**src/rtl/scc_pkg.sv**
```systemverilog
// rtl/scc_pkg.sv - register map, status/control bit indices and FSM state types
package scc_pkg;

  localparam logic [1:0] ADDR_DATA = 2'd0;
  localparam logic [1:0] ADDR_STAT = 2'd1;
  localparam logic [1:0] ADDR_DIVL = 2'd2;
  localparam logic [1:0] ADDR_DIVH = 2'd3;

  localparam int ST_RX_AVAIL  = 0;
  localparam int ST_TX_EMPTY  = 1;
  localparam int ST_OVERRUN   = 2;
  localparam int ST_FRAME_ERR = 3;
  localparam int ST_TXIE      = 4;
  localparam int ST_RXIE      = 5;

  localparam int CTL_RXIE    = 0;
  localparam int CTL_TXIE    = 1;
  localparam int CTL_CLR_OVR = 2;
  localparam int CTL_CLR_FE  = 3;
  localparam int CTL_LOOP    = 4;

  typedef enum logic [1:0] {TX_IDLE, TX_START, TX_DATA, TX_STOP} tx_state_e;
  typedef enum logic [1:0] {RX_IDLE, RX_START, RX_DATA, RX_STOP} rx_state_e;

endpackage

```
**src/rtl/scc_fifo.sv**
```systemverilog
// rtl/scc_fifo.sv - power-of-two FIFO; pointers carry an extra wrap bit for full/empty
module scc_fifo #(
  parameter int WIDTH = 8,
  parameter int DEPTH = 4
) (
  input  logic             clk,
  input  logic             reset,
  input  logic             push,
  input  logic [WIDTH-1:0] push_data,
  input  logic             pop,
  output logic [WIDTH-1:0] pop_data,
  output logic             full,
  output logic             empty
);

  localparam int PW = $clog2(DEPTH) + 1;

  logic [PW-1:0]    wptr_q, wptr_d, rptr_q, rptr_d;
  logic [WIDTH-1:0] mem_q [DEPTH];
  logic             do_push, do_pop;

  always_comb begin
    empty    = (wptr_q == rptr_q);
    full     = (wptr_q == {~rptr_q[PW-1], rptr_q[PW-2:0]});
    do_pop   = pop & ~empty;
    // a pop in the same cycle frees the slot, so a full FIFO still accepts the push
    do_push  = push & (~full | do_pop);
    wptr_d   = do_push ? wptr_q + PW'(1) : wptr_q;
    rptr_d   = do_pop ? rptr_q + PW'(1) : rptr_q;
    pop_data = mem_q[rptr_q[PW-2:0]];
  end

  always_ff @(posedge clk) begin
    if (reset) begin
      wptr_q <= '0;
      rptr_q <= '0;
    end else begin
      wptr_q <= wptr_d;
      rptr_q <= rptr_d;
    end
  end

  always_ff @(posedge clk) begin
    if (do_push) mem_q[wptr_q[PW-2:0]] <= push_data;
  end

endmodule

```
**src/rtl/scc_async_chan.sv**
```systemverilog
// rtl/scc_async_chan.sv - 8N1 async serial channel with register interface and RX FIFO
// Optional TX->RX loopback on control bit4 when SCC_LOOPBACK_EN is defined.
module scc_async_chan #(
  parameter int          RX_DEPTH  = 4,
  parameter logic [15:0] DIV_RESET = 16'd15
) (
  input  logic       clk,
  input  logic       reset,
  input  logic       cs,
  input  logic       rd,
  input  logic       wr,
  input  logic [1:0] addr,
  input  logic [7:0] wdata,
  output logic [7:0] rdata,
  input  logic       rxd,
  output logic       txd,
  output logic       irq
);
  import scc_pkg::*;

  logic [15:0] div_q, div_d;
  logic [7:0]  hold_q, hold_d;
  logic        hold_full_q, hold_full_d;
  tx_state_e   tx_state_q, tx_state_d;
  logic [15:0] tx_cnt_q, tx_cnt_d, tx_div_q, tx_div_d;
  logic [7:0]  tx_shift_q, tx_shift_d;
  logic [2:0]  tx_bitn_q, tx_bitn_d;
  logic        tx_bit_q, tx_bit_d, tx_load;
  rx_state_e   rx_state_q, rx_state_d;
  logic [15:0] rx_cnt_q, rx_cnt_d, rx_div_q, rx_div_d, rx_half;
  logic [7:0]  rx_shift_q, rx_shift_d;
  logic [2:0]  rx_bitn_q, rx_bitn_d;
  logic        rx_prev_q, rx_prev_d, rx_push, rx_ferr, rx_in;
  logic        rxie_q, rxie_d, txie_q, txie_d, overrun_q, overrun_d, frame_err_q, frame_err_d;
  logic [7:0]  rdata_q, rdata_d, status;
  logic        irq_q, irq_d;
  logic        wr_en, rd_en, rd_pop, tx_empty, loop_on;
  logic [7:0]  fifo_dout;
  logic        fifo_full, fifo_empty;

`ifdef SCC_LOOPBACK_EN
  logic loop_q, loop_d;
  assign loop_on = loop_q;
`else
  assign loop_on = 1'b0;
`endif

  assign wr_en    = cs & wr;
  assign rd_en    = cs & rd;
  assign rd_pop   = rd_en & (addr == ADDR_DATA);
  assign tx_empty = ~hold_full_q & (tx_state_q == TX_IDLE);
  assign rx_in    = loop_on ? tx_bit_q : rxd;
  assign txd      = loop_on ? 1'b1 : tx_bit_q;
  assign rdata    = rdata_q;
  assign irq      = irq_q;
  assign rx_half  = {1'b0, div_q[15:1]} + {15'd0, div_q[0]};

  scc_fifo #(.WIDTH(8), .DEPTH(RX_DEPTH)) u_rx_fifo (
    .clk(clk), .reset(reset), .push(rx_push), .push_data(rx_shift_q),
    .pop(rd_pop), .pop_data(fifo_dout), .full(fifo_full), .empty(fifo_empty)
  );

  always_comb begin
    tx_state_d = tx_state_q; tx_cnt_d = tx_cnt_q; tx_div_d = tx_div_q;
    tx_shift_d = tx_shift_q; tx_bitn_d = tx_bitn_q; tx_bit_d = tx_bit_q;
    hold_d = hold_q; hold_full_d = hold_full_q; tx_load = 1'b0;
    if (wr_en && addr == ADDR_DATA && !hold_full_q) begin
      hold_d = wdata;
      hold_full_d = 1'b1;
    end
    case (tx_state_q)
      TX_IDLE: tx_load = hold_full_q;
      TX_START:
        if (tx_cnt_q == 16'd0) begin
          tx_state_d = TX_DATA; tx_cnt_d = tx_div_q; tx_bitn_d = 3'd0; tx_bit_d = tx_shift_q[0];
        end else tx_cnt_d = tx_cnt_q - 16'd1;
      TX_DATA:
        if (tx_cnt_q == 16'd0) begin
          tx_cnt_d = tx_div_q;
          if (tx_bitn_q == 3'd7) begin
            tx_state_d = TX_STOP; tx_bit_d = 1'b1;
          end else begin
            tx_bitn_d = tx_bitn_q + 3'd1; tx_shift_d = {1'b0, tx_shift_q[7:1]}; tx_bit_d = tx_shift_q[1];
          end
        end else tx_cnt_d = tx_cnt_q - 16'd1;
      TX_STOP:
        if (tx_cnt_q == 16'd0) begin
          if (hold_full_q) tx_load = 1'b1;
          else begin
            tx_state_d = TX_IDLE; tx_bit_d = 1'b1;
          end
        end else tx_cnt_d = tx_cnt_q - 16'd1;
      default: tx_state_d = TX_IDLE;
    endcase
    // the divisor is captured per frame so a mid-frame write cannot stretch bits
    if (tx_load) begin
      tx_state_d = TX_START; tx_shift_d = hold_q; hold_full_d = 1'b0;
      tx_cnt_d = div_q; tx_div_d = div_q; tx_bitn_d = 3'd0; tx_bit_d = 1'b0;
    end
  end

  always_comb begin
    rx_state_d = rx_state_q; rx_cnt_d = rx_cnt_q; rx_div_d = rx_div_q;
    rx_shift_d = rx_shift_q; rx_bitn_d = rx_bitn_q; rx_prev_d = rx_in;
    rx_push = 1'b0; rx_ferr = 1'b0;
    case (rx_state_q)
      RX_IDLE:
        if (rx_prev_q && !rx_in) begin
          rx_state_d = RX_START; rx_div_d = div_q;
          rx_cnt_d = (rx_half == 16'd0) ? 16'd0 : rx_half - 16'd1;
        end
      RX_START:
        if (rx_cnt_q == 16'd0) begin
          if (rx_in) rx_state_d = RX_IDLE;
          else begin
            rx_state_d = RX_DATA; rx_cnt_d = rx_div_q; rx_bitn_d = 3'd0;
          end
        end else rx_cnt_d = rx_cnt_q - 16'd1;
      RX_DATA:
        if (rx_cnt_q == 16'd0) begin
          rx_shift_d = {rx_in, rx_shift_q[7:1]}; rx_cnt_d = rx_div_q;
          if (rx_bitn_q == 3'd7) rx_state_d = RX_STOP;
          else rx_bitn_d = rx_bitn_q + 3'd1;
        end else rx_cnt_d = rx_cnt_q - 16'd1;
      RX_STOP:
        if (rx_cnt_q == 16'd0) begin
          rx_state_d = RX_IDLE;
          if (rx_in) rx_push = 1'b1;
          else rx_ferr = 1'b1;
        end else rx_cnt_d = rx_cnt_q - 16'd1;
      default: rx_state_d = RX_IDLE;
    endcase
  end

  always_comb begin
    div_d = div_q; rxie_d = rxie_q; txie_d = txie_q; rdata_d = rdata_q;
    overrun_d = overrun_q; frame_err_d = frame_err_q;
`ifdef SCC_LOOPBACK_EN
    loop_d = loop_q;
`endif
    status = 8'h00;
    status[ST_RX_AVAIL]  = ~fifo_empty;
    status[ST_TX_EMPTY]  = tx_empty;
    status[ST_OVERRUN]   = overrun_q;
    status[ST_FRAME_ERR] = frame_err_q;
    status[ST_TXIE]      = txie_q;
    status[ST_RXIE]      = rxie_q;
    if (rd_en) begin
      case (addr)
        ADDR_DATA: rdata_d = fifo_empty ? 8'h00 : fifo_dout;
        ADDR_STAT: rdata_d = status;
        ADDR_DIVL: rdata_d = div_q[7:0];
        default:   rdata_d = div_q[15:8];
      endcase
    end
    if (wr_en) begin
      case (addr)
        ADDR_STAT: begin
          rxie_d = wdata[CTL_RXIE];
          txie_d = wdata[CTL_TXIE];
          if (wdata[CTL_CLR_OVR]) overrun_d = 1'b0;
          if (wdata[CTL_CLR_FE]) frame_err_d = 1'b0;
`ifdef SCC_LOOPBACK_EN
          loop_d = wdata[CTL_LOOP];
`endif
        end
        ADDR_DIVL: div_d[7:0] = wdata;
        ADDR_DIVH: div_d[15:8] = wdata;
        default: ;
      endcase
    end
    // a same-cycle pop makes room, so only an unrelieved full FIFO overruns
    if (rx_push && fifo_full && !rd_pop) overrun_d = 1'b1;
    if (rx_ferr) frame_err_d = 1'b1;
    irq_d = (rxie_q & ~fifo_empty) | (txie_q & ~hold_full_q) | overrun_q | frame_err_q;
  end

  always_ff @(posedge clk) begin
    if (reset) begin
      div_q <= DIV_RESET; hold_q <= 8'h00; hold_full_q <= 1'b0;
      tx_state_q <= TX_IDLE; tx_cnt_q <= 16'd0; tx_div_q <= 16'd0;
      tx_shift_q <= 8'h00; tx_bitn_q <= 3'd0; tx_bit_q <= 1'b1;
      rx_state_q <= RX_IDLE; rx_cnt_q <= 16'd0; rx_div_q <= 16'd0;
      rx_shift_q <= 8'h00; rx_bitn_q <= 3'd0; rx_prev_q <= 1'b1;
      rxie_q <= 1'b0; txie_q <= 1'b0; overrun_q <= 1'b0; frame_err_q <= 1'b0;
      rdata_q <= 8'h00; irq_q <= 1'b0;
`ifdef SCC_LOOPBACK_EN
      loop_q <= 1'b0;
`endif
    end else begin
      div_q <= div_d; hold_q <= hold_d; hold_full_q <= hold_full_d;
      tx_state_q <= tx_state_d; tx_cnt_q <= tx_cnt_d; tx_div_q <= tx_div_d;
      tx_shift_q <= tx_shift_d; tx_bitn_q <= tx_bitn_d; tx_bit_q <= tx_bit_d;
      rx_state_q <= rx_state_d; rx_cnt_q <= rx_cnt_d; rx_div_q <= rx_div_d;
      rx_shift_q <= rx_shift_d; rx_bitn_q <= rx_bitn_d; rx_prev_q <= rx_prev_d;
      rxie_q <= rxie_d; txie_q <= txie_d; overrun_q <= overrun_d; frame_err_q <= frame_err_d;
      rdata_q <= rdata_d; irq_q <= irq_d;
`ifdef SCC_LOOPBACK_EN
      loop_q <= loop_d;
`endif
    end
  end

endmodule

```
**config.mk**
```make
export PLATFORM = sky130hd
export DESIGN_NAME = scc_async_chan
export DESIGN_NICKNAME = d
export VERILOG_FILES = /design/src/rtl/scc_pkg.sv /design/src/rtl/scc_fifo.sv /design/src/rtl/scc_async_chan.sv
export SDC_FILE = /design/constraint.sdc
export NUM_CORES = 1
export LEC_CHECK = 0
export BUFFER_PORTS_ARGS = -buffer_cell sky130_fd_sc_hd__buf_2
export CAP_MARGIN = 20
export CORE_UTILIZATION = 35
export DETAILED_ROUTE_END_ITERATION = 8
export GPL_TIMING_DRIVEN = 0
export PLACE_DENSITY_LB_ADDON = 0.25
export SYNTH_ARGS = -nofsm -noshare
export SYNTH_HDL_FRONTEND = slang
export SYNTH_SLANG_ARGS = --single-unit
```
**constraint.sdc**
```tcl
create_clock -name clk -period 5.1 [get_ports clk]
set_input_delay 0.255 -clock clk [delete_from_list [all_inputs] [get_ports clk]]
set_output_delay 0.255 -clock clk [all_outputs]
set_load 0.02 [all_outputs]
```
### Word-level counts from Yosys, hierarchy flattened

Memory sizes are Yosys's and may differ from the RTL's. A register that Yosys moved wholly into a read port is not among the register bits.
Index checks and enable logic that the tools add are counted.

| operators by class | value |
|---|---|
| reductions and logical operators | 45 |
| muxes and demuxes | 68 |
| eq/ne operators | 35 |
| add/sub/neg operators | 8 |
| bitwise operators | 16 |

Operators by type and width:

| operator | count |
|---|---|
| 2-to-1 mux 16 bit | 9 |
| case mux 16 bit (4 select lines) | 1 |
| zero test 16 bit | 3 |
| subtractor 16 x 1 -> 16 bit, second input constant | 3 |
| 2-to-1 mux 8 bit | 5 |
| case mux 16 bit (2 select lines) | 1 |
| != test 2 bit, second input constant | 15 |
| 2-to-1 mux 2 bit | 13 |
| 2-to-1 mux 1 bit | 25 |
| case mux 8 bit (3 select lines) | 1 |
| 2-to-1 mux 3 bit | 7 |
| != test 3 bit, second input constant | 7 |
| nonzero test 2 bit | 10 |
| adder 15 x 1 -> 16 bit | 1 |
| AND reduction 5 bit | 3 |
| adder 3 x 1 -> 3 bit, second input constant | 4 |
| equality test 2 bit, second input constant | 6 |
| case mux 3 bit (2 select lines) | 2 |
| AND reduction 2 bit | 6 |
| AND reduction 3 bit | 4 |
| AND reduction 6 bit | 2 |
| bitwise AND 1 bit | 8 |
| case mux 2 bit (4 select lines) | 1 |
| equality test 2 x 1 -> 1 bit, second input constant | 3 |
| 14 further kinds | 32 |

| word-level totals | value |
|---|---|
| memories | 1 |
| flip-flop bits (word level) | 136 |
| output and inout bits | 10 |
| input bits | 16 |
| RAM bits | 32 |

Memories:

| name | words | width | read ports | clocked after memory_dff | wr ports | line | source |
|---|---|---|---|---|---|---|---|
| u_rx_fifo.mem_q | 4 | 8 | 1 | 1 | 1 | scc_fifo.sv:19 | `logic [WIDTH-1:0] mem_q [DEPTH];` |

### Depth between registers and ports, before layout

Gate-level depths: netlist (run 1).

| depth | value |
|---|---|
| word-level depth | 7 |
| gate-level depth with buffers | 12 |

### Modules after synthesis

A second synthesis (run 1) with hierarchy kept.

| unflattened totals | value |
|---|---|
| cell total of the unflattened synthesis | 1018 |
| area, all modules | 8859.7 um2 |

By module, submodules not included:

| module | area an instance (um2) | instances | cells each |
|---|---|---|---|
| scc_async_chan | 7160.6 | 1 | 921 |
| scc_fifo | 1699.1 | 1 | 97 |

### Worst setup path after synthesis (run 1)

Ideal clock, no wire load.

| timing | value |
|---|---|
| kind | flip-flop to flip-flop |
| from | reg div_q[0] |
| to | reg rx_cnt_q[2] |
| setup slack | 2.467 ns |
| required time | 4.967 ns |
| path buffers | 1 |
| cell stages (with the launch flop) | 11 |
| arrival time | 2.500 ns |
| cells stage by stage | dfxtp_1 -> ha_1 -> ha_1 -> inv_1 -> nor4_2 -> nand4_1 -> a211o_1 -> o31a_1 -> buf_2 -> a21oi_1 -> nor3_1 |

| on the way | value |
|---|---|
| longest elaborated chain between the ends | 5 |

Ends and longest elaborated chain:

| what | line | source |
|---|---|---|
| start, declared | scc_async_chan.sv:21 | `logic [15:0] div_q, div_d;` |
| start signal, assigned | scc_async_chan.sv:191 | `div_q <= div_d; hold_q <= hold_d; hold_full_q <= hold_full_d;` |
| adder 15 x 1 -> 16 bit (*) | scc_async_chan.sv:56 | `assign rx_half = {1'b0, div_q[15:1]} + {15'd0, div_q[0]};` |
| subtractor 16 x 1 -> 16 bit or zero test 16 bit (tied branches) | scc_async_chan.sv:110 | `rx_cnt_d = (rx_half == 16'd0) ? 16'd0 : rx_half - 16'd1;` |
| 2-to-1 mux 16 bit (*) | scc_async_chan.sv:110 |  |
| 2-to-1 mux 16 bit (*) | scc_async_chan.sv:108 | `if (rx_prev_q && !rx_in) begin` |
| case mux 16 bit (4 select lines) (*) | scc_async_chan.sv:106 | `case (rx_state_q)` |
| end signal, assigned | scc_async_chan.sv:194 | `rx_state_q <= rx_state_d; rx_cnt_q <= rx_cnt_d; rx_div_q <= rx_div_d;` |
| end, declared | scc_async_chan.sv:30 | `logic [15:0] rx_cnt_q, rx_cnt_d, rx_div_q, rx_div_d, rx_half;` |

Mark *: on every way between the ends. The rest lies on a longest branch, timed or not. The select of a mux whose other input is x is not followed.
A chain may end at the register's enable or synchronous reset.

### Worst setup path after layout (run 1)

| timing | value |
|---|---|
| from | reg rx_cnt_q[2] |
| to | mem u_rx_fifo.mem_q[3][6] (enable) |

| on the way | value |
|---|---|
| longest elaborated chain between the ends | 6 |

Ends and longest elaborated chain:

| what | line | source |
|---|---|---|
| zero test 16 bit | scc_async_chan.sv:126 | `if (rx_cnt_q == 16'd0) begin` |
| 2-to-1 mux 1 bit | scc_async_chan.sv:126 |  |
| 2-to-1 mux 1 bit | scc_async_chan.sv:106 |  |
| bitwise AND 1 bit | scc_fifo.sv:27 | `do_push = push & (~full \| do_pop);` |
| 2-to-1 mux 1 bit | scc_fifo.sv:44 | `if (do_push) mem_q[wptr_q[PW-2:0]] <= push_data;` |
| 2-to-1 mux 1 bit (implied by the code) | scc_fifo.sv:44 |  |
| end, declared | scc_fifo.sv:19 |  |

Every way passes these cells.

==> results of run 1 <==
==> Yosys cell counts (all sizes together), types with 3 or more instances <==
| cell type | n |
|---|---|
| a2111oi | 4 |
| clkbuf | 50 |
| and4 | 7 |
| a21oi | 109 |
| mux4 | 12 |
| xor2 | 12 |
| nand4 | 13 |
| inv | 30 |
| nand2b | 6 |
| a211oi | 22 |
| edfxtp | 32 |
| buf | 20 |
| mux2 | 3 |
| or3 | 7 |
| nor2 | 98 |
| nor3 | 25 |
| dfxtp | 138 |
| o21a | 5 |
| o22ai | 3 |
| a22oi | 15 |
| a211o | 9 |
| or2 | 5 |
| xnor2 | 30 |
| a311oi | 4 |
| o21bai | 4 |
| nor2b | 16 |
| and3 | 5 |
| o211ai | 4 |
| or4 | 3 |
| a21o | 4 |
| ha | 28 |
| nor4 | 14 |
| o21ai | 37 |
| mux2i | 22 |
| nor4b | 4 |
| nand3 | 21 |
| o311ai | 3 |
| and2 | 11 |
| nand3b | 6 |
| a31oi | 13 |
| nand2 | 159 |
| o221ai | 8 |
==> routing by layer <==
| metal | wire [um] | vias up | part of all wire [%] |
|---|---|---|---|
| li1 | - | 3789 | - |
| met1 | 12100 | 3731 | 48 |
| met2 | 11800 | 122 | 47 |
| met3 | 849 | 26 | 3.4 |
| met4 | 328 | 0 | 1.3 |
| met5 | 0 | - | 0 |
==> power by group <==
| group | switching (uW) | internal [uW] |
|---|---|---|
| clock | 704 | 691 |
| sequential | 128 | 1480 |
| combinational | 1260 | 731 |
==> cells by family (layout without fill, tap and decap cells) <==
| group | count (synthesis) | count (layout) |
|---|---|---|
| compound gates | 258 | 258 |
| flops | 170 | 170 |
| mux | 37 | 37 |
| simple gates | 402 | 402 |
| xor+xnor | 42 | 42 |
| buf+inv | 100 | 155 |
| fa+ha+maj | 28 | 28 |
==> worst max-delay path by stage <==
stage	start	endpoint	slack, ps	depth (start not counted)
floorplan	div_q[0]$_SDFFE_PP1P_	rx_cnt_q[2]$_SDFFE_PP0P_	2470	10
global placement	rx_cnt_q[2]$_SDFFE_PP0P_	u_rx_fifo.mem_q[3][6]$_DFFE_PP_	1590	7
detailed placement	rx_cnt_q[2]$_SDFFE_PP0P_	u_rx_fifo.wptr_q[2]$_SDFFE_PP0P_	1590	9
CTS	rx_cnt_q[2]$_SDFFE_PP0P_	u_rx_fifo.mem_q[3][6]$_DFFE_PP_	1570	7
global route	rx_cnt_q[2]$_SDFFE_PP0P_	u_rx_fifo.wptr_q[2]$_SDFFE_PP0P_	1360	9
finish	rx_cnt_q[2]$_SDFFE_PP0P_	u_rx_fifo.mem_q[3][6]$_DFFE_PP_	1570	7
==> cell type report <==
class	count	area, um^2
Fill cell	2612	15000
Sequential cell	170	3720
Clock inverter	15	219
Timing Repair Buffer	23	118
Multi-Input combinational cell	767	4810
Inverter	30	113
Clock buffer	17	425
Buffer	70	293
Tap cell	330	413
==> layout by cell type (no fill, tap or decap), types with 17 or more instances in the layout <==
master and instances:
edfxtp_1 32, clkbuf_16 17, buf_2 36, nor3_1 24, xnor2_1 30, clkbuf_1 49, dfxtp_1 138, nand2_1 159
nor2_1 96, nand3_1 20, a21oi_1 107, inv_1 30, ha_1 28, o21ai_0 32, mux2i_1 22, a211oi_1 21
==> state kept, by name, summed over array words and instances (netlist names), 2 cells and up, named ones only <==
register	cells
tx_cnt_q	16
div_q	16
tx_bitn_q	3
rdata	8
rx_div_q	16
tx_state_q	2
rx_shift_q	8
rx_cnt_q	16
rx_bitn_q	3
u_rx_fifo.wptr_q	3
u_rx_fifo.rptr_q	3
tx_div_q	16
tx_shift_q	8
u_rx_fifo.mem_q	32
hold_q	8
==> per-stage QoR <==
step	cells	hold slack (ps)	power, uW	utilization (%)
finish	1422	94.7	4990	40.3
global route	1422	98.2	5330	40.3
CTS	1421	77.9	5010	40.3
detailed placement	1389	445	3610	37.7
global placement	1389	439	3600	37.7
floorplan	1037	362	3140	-
==> critical path, stage by stage, from the launching register on <==
cell	delay (ps)
dfxtp_1	360
nor4_1	420
clkbuf_1	370
nand2_1	90
nor4_1	820
and4_1	350
clkbuf_1	260
and2_1	480
==> impl_metrics.toml, run 1 <==
[sta]
slew-limit-headroom_pct = 36.7
timing.final.hold_violations = 0
period_share_pct = 69.2
fin_setup_tns_ps = 0
final_setup_violation_count = 0
layout_setup_ws_ps = 1570
slew_violations = 0
achievable-frequency_mhz = 283
final.min_clock_period_ps = 3530
fin_skew_ps = 12.6
max_slew.worst_pin.slew_ps = 941
rsz0062_at_grt = "no"

[layout]
fin_nets = 1123
count_of_antenna_diodes_in_the_layout = 0
area.growth.synth_to_final_pct = 13.1
drive_gt1_share_pct = 10.3
fin_area_mm2 = 0.0101

[clock_tree]
tritoncts.num_buffers = 17
cts.repair_timing.setup_buffer_count = 0
cts_hold_buffers = 0
cts.sink_count = 170
cts.root.buffer_cell = "clkbuf_16"
ctsHtreeMaxLevel = 4
clk-insertion-delay-late_ps = 440
tritoncts = "built"
post_cts.resized_instances = 0
clock_pin_slew_on_the_worst_setup_and_hold_paths_ps = 80
clk_path_buf_depth = 2

[drt]
final_antenna_net_count = 0
drc = 0
avgRoutedWirePerCell_um = 17.7
routed_vias = 7668
detailedRoute.firstIterationViolations = 531
first_pass_iters = 5
total_routed_wirelength_mm = 25.1
vias_per_cell = 5.39

[power]
p_leak_uw = 0.00358
power.density_cell_area_mw_per_mm2 = 494
irDropWorstVdd_v = 0.000612

[placement]
placement.setup.worst_slack_ps = 1590
place.port_buffers = 22
dp_hpwl_mm = 18.2
post_dp_cell_area_mm2 = 0.00947
place_congestion = 0.867

[grt]
grt_pass1_vias = 7351
grt_pass1_wl_mm = 40.2
grt_start_max_net_pins = 23
global_route_layer_with_the_greatest_usage = "met2"
grt_use_total_pct = 19.8
grt_antenna_before_repair = 0
globalRouteMet1Util_pct = 27.1
globalRouteMet3Util_pct = 2.96
grt_util_met2_pct = 32.3
grt_overflow = 0

[synth]
seq_area_frac_synth_pct = 41.6
synth_compound_gate_area_share_pct = 18.4
synth_seq_cells = 170
postSynth.asyncResetShare_pct = 0
synth_top_cell_area_share_pct = 30.9
syn_area_per_cell_um2 = 8.62
post_synth_main_area_contributors = "dfxtp_1, edfxtp_1, nand2_1, a21oi_1, nor2_1"
synth_xor_area_share_pct = 4.11
syn_nets = 1081
synth_edf_count = 32
synth_top_family_by_area = "simple AND/OR/NAND/NOR gates"
netlist.top_cell.by_area = "dfxtp_1"
post_synth_num_cell_types = 72
muxShareOfSynthArea_pct = 5.86
yosys_warnings = 0
synthAdderAreaFrac_pct = 3.92
synthesis.area_mm2 = 0.00894
post_synth_and_or_nand_nor_area_fraction_pct = 21.5
synth-main-ff-cell = "dfxtp_1"
syn-instance-count = 1037

[setup_path]
r2r_cells = 7
path_class = "reg2reg"
ff2ff_setup_slack_ps = 1570
critical_path_arrival_ps = 3610
timing.rr.end = "u_rx_fifo.mem_q[3][6]$_DFFE_PP_"
crit_required_ps = 5180
cp-start-kind = "flop"
r2r-start = "rx_cnt_q[2]$_SDFFE_PP0P_"
worstPathMaxFanout = 10
worst_setup_path_end_kind = "flop"

[die]
initial_utilization_pct = 35.6
floorplan.die_area_mm2 = 0.0262
die-width_um = 162
fp.coreArea_mm2 = 0.0251
fp.dieH_um = 162
floorplan.io_pins = 26
fp-row-count = 58

[worst_hold_path]
holdPathEnd = "div_q[14]$_SDFFE_PP0P_"
worst_hold_path.num_cells = 3
worst_hold_startpoint = "wdata[6]"
hp-class = "in2reg"

[flow_run]
maxCapViolations = 0

[run_status]
run_status = "finished, final reports clean"
Power figures use the tool's default switching activity.
==> inputs of run 2 (changes only) <==
==> constraint.sdc (replaced) <==
create_clock -name clk -period 3.5 [get_ports clk]
set_input_delay 0.175 -clock clk [delete_from_list [all_inputs] [get_ports clk]]
set_output_delay 0.175 -clock clk [all_outputs]
set_load 0.02 [all_outputs]
==> run 2 against run 1 <==
First-iteration DRC count down 5.6%. Critical path type unchanged. Largest power group unchanged. Clock skew about the same. Worst hold slack worse by 79 ps. Register-to-register slack worse by 1400 ps. Routed wire length about the same. Clock power up 46%. Sequential power up 45%.
==> impl_metrics.toml, run 2 (synthesized netlist as in run 1, its figures left out) <==
[die]
initial_utilization_pct = 35.6
fp.coreArea_mm2 = 0.0251
fp-row-count = 58
floorplan.die_area_mm2 = 0.0262
die-width_um = 162
fp.dieH_um = 162
floorplan.io_pins = 26

[placement]
post_dp_cell_area_mm2 = 0.00947
dp_hpwl_mm = 18.2
place.port_buffers = 22
place_congestion = 0.867

[power]
irDropWorstVdd_v = 0.000893
p_leak_uw = 0.00359
power.density_cell_area_mw_per_mm2 = 718

[grt]
grt_overflow = 0
grt_start_max_net_pins = 23
grt_pass1_vias = 7355
grt_pass1_wl_mm = 40.2
grt_antenna_before_repair = 0
grt_use_total_pct = 19.8

[setup_path]
worstPathMaxFanout = 10
critical_path_arrival_ps = 3640
worst_setup_path_end_kind = "flop"
path_class = "reg2reg"
worstPathCellList = "ha_2 -> ha_1 -> buf_1 -> and2_1 -> a21oi_1 -> o221ai_1 -> nand2_1 -> a221o_1 -> a311oi_1 -> o22ai_1"
critical_path.slowest_cell = "dfxtp_1"
max_stage_delay_ps = 530
crit_required_ps = 3800
r2r_cells = 10
cp-start-kind = "flop"

[layout]
fin_nets = 1124
post-route-util_pct = 40.4
drive_gt1_share_pct = 10.7
layout.cells.most_common = "nand2_1"
area.growth.synth_to_final_pct = 13.4
fin_area_mm2 = 0.0101
layout.filler_cells = 2614
layout_common_cells = "nand2_1, dfxtp_1, a21oi_1, nor2_1, clkbuf_1"
count_of_antenna_diodes_in_the_layout = 0
largest_reg_flops = 32

[sta]
period_share_pct = 95.4
max_slew.worst_pin.slew_ps = 898
achievable-frequency_mhz = 299
final_setup_violation_count = 0
fin_setup_tns_ps = 0
timing.final.hold_violations = 0
slew-limit-headroom_pct = 40.1
finalHoldWorstSlack_ps = 15.3
rsz0062_at_grt = "no"
slew_violations = 0
fin_skew_ps = 12.7
final.min_clock_period_ps = 3340

[clock_tree]
ctsHtreeMaxLevel = 4
cts.repair_timing.setup_buffer_count = 0
clk_path_buf_depth = 2
clk-insertion-delay-late_ps = 450
tritoncts.num_buffers = 17
cts.sink_count = 170
clock_pin_slew_on_the_worst_setup_and_hold_paths_ps = 80
cts.root.buffer_cell = "clkbuf_16"
tritoncts = "built"

[drt]
first_pass_iters = 5
route.met3.wl_um = 988
wl_met1_mm = 12.0
route.met2.wl_mm = 11.8
vias_per_cell = 5.40
routed_vias = 7688
total_routed_wirelength_mm = 25.1
top_layer_used = "met4"
drc = 0
avgRoutedWirePerCell_um = 17.7
final_antenna_net_count = 0
detailedRoute.firstIterationViolations = 501

[run_status]
run_status = "finished, final reports clean"

[flow_run]
maxCapViolations = 0

[worst_hold_path]
worst_hold_path.num_cells = 2
hp-class = "in2reg"
## run 2: cell count changes in the layout (fill, tap and decap cells not counted), sizes merged
cell and change:
dlygate4sd3 +1
## run 2: critical path: cells and delay by family, from the launching register on
family / cells / cell delay [ps]
flip-flops: 1 / 530
AND/OR/NAND/NOR: 2 / 440
buffers and inverters: 1 / 370
AO/OA/AOI/OAI: 5 / 1250
adder cells (fa/ha/maj): 2 / 620
## run 2: repair_timing
item	in CTS	in global routing
hold endpoints to repair	1	0
gates resized for setup	1	3
setup endpoints to repair	9	14
hold buffers	1	0
## run 2: metal layers
layer | vias up | track usage, %
met2 | 169 | 32.3
met4 | 0 | 5.19
li1 | 3790 | -
met3 | 27 | 2.96
met1 | 3702 | 27.1
met5 | - | 0
## run 2: final timing paths
kind                              from                        end  slack [ps]
max              div_q[1]$_SDFFE_PP1P_  rx_cnt_q[11]$_SDFFE_PP0P_         160
min                                rxd       rx_prev_q$_SDFF_PP1_          20
max reg2reg      div_q[1]$_SDFFE_PP1P_  rx_cnt_q[11]$_SDFFE_PP0P_         160
min reg2reg  tx_div_q[12]$_SDFFE_PP0P_  tx_div_q[12]$_SDFFE_PP0P_         450
## run 2: metrics by stage
step	worst slack, ps	cells	total power (uW)
global route	9.58	1423	7770
CTS	108	1422	7300
floorplan	867	1037	4580
global placement	-14.5	1389	5240
finish	160	1423	7280
detailed placement	-11.9	1389	5260
## run 2: area by class of cell
| type | count | area [um^2] | share of cell area (%) |
|---|---|---|---|
| Clock buffer | 17 | 425 | 4.19 |
| Inverter | 30 | 113 | 1.11 |
| Buffer | 70 | 293 | 2.89 |
| Clock inverter | 15 | 219 | 2.16 |
| Timing Repair Buffer | 24 | 128 | 1.26 |
| Sequential cell | 170 | 3720 | 36.7 |
| Multi-Input combinational cell | 767 | 4830 | 47.6 |
| Tap cell | 330 | 413 | 4.07 |
## run 2: where the power goes
group          switching (uW)  total [uW]  internal [uW]
Combinational            1840        2910           1070
Sequential                186        2340           2160
Clock                    1020        2030           1010
Total                    3040        7280           4230
